--- config.mk ---
export PLATFORM = sky130hd
export DESIGN_NAME = hilo_madd_ctrl
export DESIGN_NICKNAME = d
export VERILOG_FILES = /design/src/rtl/hilo_madd_ctrl.sv
export SDC_FILE = /design/constraint.sdc
export NUM_CORES = 2
export LEC_CHECK = 0
export ABC_AREA = 1
export ABC_CLOCK_PERIOD_IN_PS = 4800
export CORE_MARGIN = 10
export CORE_UTILIZATION = 65
export CTS_CLUSTER_SIZE = 28
export DETAILED_ROUTE_END_ITERATION = 16
export PLACE_DENSITY_LB_ADDON = 0.05
export RECOVER_POWER = 25
export SLEW_MARGIN = 10
export SYNTH_ARGS = -nofsm -noshare
export SYNTH_HDL_FRONTEND = slang
export SYNTH_SLANG_ARGS = --single-unit
export TNS_END_PERCENT = 100
--- constraint.sdc ---
create_clock -name clk -period 4.8 [get_ports clk]
set_clock_uncertainty 0.1 [all_clocks]
set_input_delay 0.48 -clock clk [delete_from_list [all_inputs] [get_ports clk]]
set_output_delay 0.48 -clock clk [all_outputs]
set_load 0.1 [all_outputs]
--- src/rtl/hilo_madd_ctrl.sv ---
// hilo_madd_ctrl: two-cycle madd/maddu/msub/msubu HI/LO sequencer for the EX stage.
// Define HILO_MSUB_EN to accept msub/msubu; otherwise op_i[1]=1 is ignored.
module hilo_madd_ctrl (
   input  logic        clk,
   input  logic        rst,
   input  logic        op_valid_i,
   input  logic [1:0]  op_i,
   input  logic [31:0] rs_i,
   input  logic [31:0] rt_i,
   input  logic [31:0] hi_i,
   input  logic [31:0] lo_i,
   input  logic        stall_i,
   input  logic        flush_i,
   output logic        stallreq_o,
   output logic        whilo_o,
   output logic [31:0] hi_o,
   output logic [31:0] lo_o
);
   typedef enum logic [1:0] {IDLE, ACC, HOLD} state_t;
   state_t state;
   logic [63:0] prod, res, hilo, acc, mul, a, b;
   logic ok, start, sx;
   assign sx = !op_i[0];
   assign a = {{32{sx & rs_i[31]}}, rs_i};
   assign b = {{32{sx & rt_i[31]}}, rt_i};
   assign mul = a * b;
   assign hilo = {hi_i, lo_i};
`ifdef HILO_MSUB_EN
   logic sub;
   assign ok = 1'b1;
   assign acc = sub ? hilo - prod : hilo + prod;
`else
   assign ok = !op_i[1];
   assign acc = hilo + prod;
`endif
   // the state is already IDLE under reset, so only the combinational request needs gating
   assign start = op_valid_i && ok && !flush_i && state == IDLE;
   assign stallreq_o = !rst && start;
   assign whilo_o = !flush_i && state != IDLE;
   assign {hi_o, lo_o} = state == ACC ? acc : state == HOLD ? res : 64'd0;
   always_ff @(posedge clk or posedge rst)
      if (rst) begin
         state <= IDLE;
         prod <= '0;
         res <= '0;
`ifdef HILO_MSUB_EN
         sub <= 1'b0;
`endif
      end else if (flush_i) state <= IDLE;
      else if (start) begin
         state <= ACC;
         prod <= mul;
`ifdef HILO_MSUB_EN
         sub <= op_i[1];
`endif
      end else if (state == ACC) begin
         state <= stall_i ? HOLD : IDLE;
         res <= acc;
      end else if (state == HOLD && !stall_i) state <= IDLE;
endmodule

==> results of run 1 <==
[logic make-up after synthesis]
logic type	after synthesis	share of synthesized area, %
flip-flops	130	6.43
adder cells (fa/ha/maj)	1401	51.3
buffers and inverters	2105	15.6
XOR/XNOR	45	0.779
AND/OR/NAND/NOR	2817	22.3
AO/OA/AOI/OAI	338	3.55
[Yosys cell counts, types with 24 or more instances]
cell type and instances:
sky130_fd_sc_hd__nor3_1 25, sky130_fd_sc_hd__inv_1 1831, sky130_fd_sc_hd__clkbuf_1 246, sky130_fd_sc_hd__o21bai_1 24, sky130_fd_sc_hd__xnor2_1 32, sky130_fd_sc_hd__nor2_1 297
sky130_fd_sc_hd__a21oi_1 144, sky130_fd_sc_hd__dfrtp_1 130, sky130_fd_sc_hd__nand3_1 242, sky130_fd_sc_hd__nand4_1 47, sky130_fd_sc_hd__o21ai_0 148, sky130_fd_sc_hd__ha_1 275
sky130_fd_sc_hd__fa_1 1126, sky130_fd_sc_hd__nand2_1 2124
[through the flow]
stage	std cells	util [%]	area (µm²)	setup slack (ns)	hold slack (ns)
2_1_floorplan	6836	-	53100	-2.09	0.346
3_3_place_gp	8338	76.7	59300	-2.98	0.362
3_5_place_dp	8338	76.7	59300	-3.10	0.365
4_1_cts	8563	84.3	65200	-1.96	0.383
[layer usage]
metal  overflow  track usage (%)
met1         20             71.1
met2        241             86.8
met3         12             53.6
met4        148             66.8
met5          1             33.4
[timing repair]
item | in CTS
gates cloned | 57
resized for setup | 940
setup buffers | 138
pin swaps | 347
endpoints found under the setup margin | 57
==> reports/summary.txt, run 1 <==
result of the run = did not finish
Last stage = global routing
stop err = [ERROR GRT-0116] Global routing finished with congestion. Check the congestion regions in the DRC Viewer.
largest net degree at the start of global routing = 73
total of warnings raised by yosys = 0
Netlist cell types = 36
top flip-flop cell by instance count after synthesis = sky130_fd_sc_hd__dfrtp_1
largest area contributor in the synthesized netlist = sky130_fd_sc_hd__fa_1
count of pins on the block boundary = 201
total number of placement rows = 102
mapped cell area = 50,600 µm²
flop and latch count out of synthesis = 130
vias in the first global route = 68,000
Global Route Usage Sum = 70.2%
clock tree sinks = 130
grt total ovfl = 422
number of buffers inserted during clock tree synthesis = 17
initial core utilization = 65.4%
global-route wire length before repair = 465 mm
die width = 299 µm
Root Buffer Master = sky130_fd_sc_hd__clkbuf_16
Async SR Flop Fraction = 100%
global placement routability congestion = 0.981
DIE HEIGHT = 299 µm
half-perimeter wire length of the detailed placement result = 150 mm
number of enable flip-flop cells after synthesis = 0
Synthesized Nets = 8,372
gate count after technology mapping = 6,836
mean post-synth cell area = 7.40 µm²
Hold-fix buffers, CTS = 0
cell types with the largest area share after synthesis = sky130_fd_sc_hd__fa_1, sky130_fd_sc_hd__nand2_1, sky130_fd_sc_hd__inv_1
share of synthesized area occupied by flip-flops and latches = 6.43%
H-tree depth = 4
share of the synthesized area in the top cell type = 44.5%
count of input and output buffers = 200
maximum buffer depth of the clock tree = 2
==> run 2, diff against run 1 <==
- CORE_UTILIZATION: 65 -> 40
- CTS_CLUSTER_SIZE: 28 -> unset
- PLACE_DENSITY_LB_ADDON: 0.05 -> 0.15
==> reports/summary.txt, run 2 <==
result of the run = complete, but fails checks
violated checks = capacitance limit, slew limit, setup timing
half-perimeter wire length of the detailed placement result = 152 mm
most frequently used cell type in the post-synthesis netlist = sky130_fd_sc_hd__nand2_1
Hold-fix buffers, CTS = 0
GR Layer Usage met2 = 46.5%
vias in the first global route = 48,700
max-cap violation count = 2
number of enable flip-flop cells after synthesis = 0
depth of the worst register-to-register path = 17
max frequency = 0.146 GHz
die width = 376 µm
final-report hold violation count = 0
tightest slew margin relative to the limit = -104%
Final Critical Period = 6.85 ns
vias per inst = 4.97
average wire length per cell after detail routing = 21.2 µm
clock tree from TritonCTS = built
Global Route Usage Sum = 27.9%
number of buffers inserted during clock tree synthesis = 17
cell mode on critical path = sky130_fd_sc_hd__fa_1
most common cell after layout, fill and taps aside = sky130_fd_sc_hd__nand2_1
antenna violations before repair = 8
footprint of the flip-flops and latches = 3250 µm²
Final Cycle Share = 143%
total number of vias = 45,900
Min-Delay Path Class = reg2reg
final design area excluding fillers = 67,100 µm²
proportion of layout cells with a drive suffix above 1 = 23.3%
highest cell delay on the worst timing path = 0.62 ns
RSZ-0062 raised after global routing = true
DIE HEIGHT = 376 µm
Clock transition at path regs = 0.06 ns
most frequent cells in the layout = sky130_fd_sc_hd__nand2_1, sky130_fd_sc_hd__inv_1, sky130_fd_sc_hd__fa_1, sky130_fd_sc_hd__buf_4, sky130_fd_sc_hd__ha_1
maximum fanout count along the critical path = 5
placed cell area = 60,400 µm²
Async SR Flop Fraction = 100%
Netlist cell types = 36
flop and latch count out of synthesis = 130
largest area contributor in the synthesized netlist = sky130_fd_sc_hd__fa_1
cell types with the largest area share after synthesis = sky130_fd_sc_hd__fa_1, sky130_fd_sc_hd__nand2_1, sky130_fd_sc_hd__inv_1
DRC violations left = 0
count of pins on the block boundary = 201
slack of the worst reg-to-reg path = 1.76 ns
Filler Cells Inserted = 12,100
global-route wire length before repair = 300 mm
most numerous cell types in the synthesized netlist = sky130_fd_sc_hd__nand2_1, sky130_fd_sc_hd__inv_1, sky130_fd_sc_hd__fa_1
data required time at the worst endpoint = 5.04 ns
mapped cell area = 50,600 µm²
family with the most delay on the worst path = adder cells
area enclosed by the die boundary = 141,000 µm²
Worst Hold Path Cells = 2
share of synthesized area occupied by flip-flops and latches = 6.43%
Final setup violation count = 56
count of input and output buffers = 200
worst flop-to-flop path endpoint = res[58]
total of warnings raised by yosys = 0
clock tree sinks = 130
area inside the core boundary = 126,000 µm²
largest registers in the final layout = prod (64), res (64), state (2)
remaining antenna violation count = 0
number of nets in the final layout = 9,119
layer carrying the most global-route usage = met2
startpoint of the worst hold path = res[28]
met1 track utilization from global routing = 37.3%
smallest setup slack after layout = -2.05 ns
total area of multi-input combinational cells = 43,300 µm²
Critical Path Slowest Stage Cell = sky130_fd_sc_hd__fa_2
transition time at the pin with the least slew margin = 3.04 ns
area added between synthesis and finish = 32.6%
number of detailed-route iterations in the first pass = 6
H-tree depth = 4
r2r startpoint = prod[0]
Synthesized Nets = 8,372
Skew-Pair Late Insertion Delay = 0.45 ns
start-to-end type of the worst setup path = in2reg
mean post-synth cell area = 7.40 µm²
GR Util met3 = 4.29%
Root Buffer Master = sky130_fd_sc_hd__clkbuf_16
DR iter-0 viols = 3,478
largest net degree at the start of global routing = 84
grt total ovfl = 0
total number of placement rows = 130
share of the synthesized area in the top cell type = 44.5%
Worst Path Arrival = 7.09 ns
gate count after technology mapping = 6,836
maximum buffer depth of the clock tree = 2
Min-Delay Endpoint = res[28]
Critical path buffers and inverters = 13
detailed-route wire length = 196 mm
type of destination of the critical path = flip-flop
global placement routability congestion = 0.955
top flip-flop cell by instance count after synthesis = sky130_fd_sc_hd__dfrtp_1
Max Slew Vio Count = 133
type of origin of the critical path = primary input
initial core utilization = 40.3%
## run 2: layout make-up
type	count	area share, %
inverter	1834	10.3
timing repair buffer	999	16.4
tap	1650	3.08
sequential	130	4.85
antenna	2	0.00746
clock inverter	15	0.201
clock buffer	17	0.634
multi-input combinational	4601	64.5
## run 2: worst max path at each step
stage / depth (start not counted) / startpoint / slack [ns] / endpoint
2_1_floorplan: 27 / rs_i[31] / -2.09 / prod[61]
5_1_grt: 31 / op_i[0] / -2.30 / prod[57]
6_report: 32 / op_i[0] / -2.05 / prod[47]
3_5_place_dp: 28 / op_i[0] / -3.04 / prod[60]
3_3_place_gp: 27 / op_i[0] / -3.00 / prod[46]
4_1_cts: 32 / op_i[0] / -2.07 / prod[61]
## run 2: timing repair
action,CTS,global route
gates resized for setup,934,223
endpoints found under the setup margin,57,57
buffers inserted,155,45
pin swaps,420,184
gates cloned,41,10
## run 2: metal layers
metal  part of all wire, %  vias to the layer above
li1                      -                    21100
met1                    42                    23000
met2                    47                     1487
met3                   7.0                      328
met4                   3.9                        4
met5                 0.014                        -
## run 2: through the flow
| step | hold slack, ns | std cells | utilization [%] | setup TNS (ns) | setup slack, ns |
|---|---|---|---|---|---|
| 4_1_cts | 0.384 | 9195 | 52.4 | -95.23 | -2.07 |
| 2_1_floorplan | 0.346 | 6836 | - | -83.81 | -2.09 |
| 3_3_place_gp | 0.362 | 8971 | 48.1 | -147.50 | -3.00 |
| 6_report | 0.379 | 9248 | 53.4 | -92.93 | -2.05 |
| 3_5_place_dp | 0.365 | 8971 | 48.1 | -149.19 | -3.04 |
| 5_1_grt | 0.397 | 9246 | 53.4 | -116.65 | -2.30 |
## run 2: worst reg2reg max path, stage by stage (launching register included)
cell and delay [ns]:
sky130_fd_sc_hd__dfrtp_1 0.44, sky130_fd_sc_hd__ha_1 0.32, sky130_fd_sc_hd__inv_1 0.09, sky130_fd_sc_hd__fa_1 0.41, sky130_fd_sc_hd__inv_1 0.12, sky130_fd_sc_hd__nand3_1 0.09, sky130_fd_sc_hd__nand2_2 0.12, sky130_fd_sc_hd__nand2_1 0.07
sky130_fd_sc_hd__nand2_2 0.12, sky130_fd_sc_hd__nand2_1 0.06, sky130_fd_sc_hd__nand2_1 0.18, sky130_fd_sc_hd__nand2_1 0.08, sky130_fd_sc_hd__nand3_1 0.19, sky130_fd_sc_hd__nand2_1 0.21, sky130_fd_sc_hd__nand2_1 0.12, sky130_fd_sc_hd__nand2_1 0.07
sky130_fd_sc_hd__nand3_1 0.08, sky130_fd_sc_hd__nand2_1 0.06
## run 2: kinds of logic (layout without fill, tap and decap cells)
logic type | Yosys count | after routing | share of synthesized area, %
flip-flops | 130 | 130 | 6.43
AND/OR/NAND/NOR | 2817 | 2817 | 22.3
buffers and inverters | 2105 | 2865 | 15.6
other | 0 | 2 | 0
adder cells (fa/ha/maj) | 1401 | 1401 | 51.3
AO/OA/AOI/OAI | 338 | 338 | 3.55
XOR/XNOR | 45 | 45 | 0.779
Power of run 2 is not shown: default switching activity piles up to over one toggle a cycle in this logic, so the estimate is an artifact.
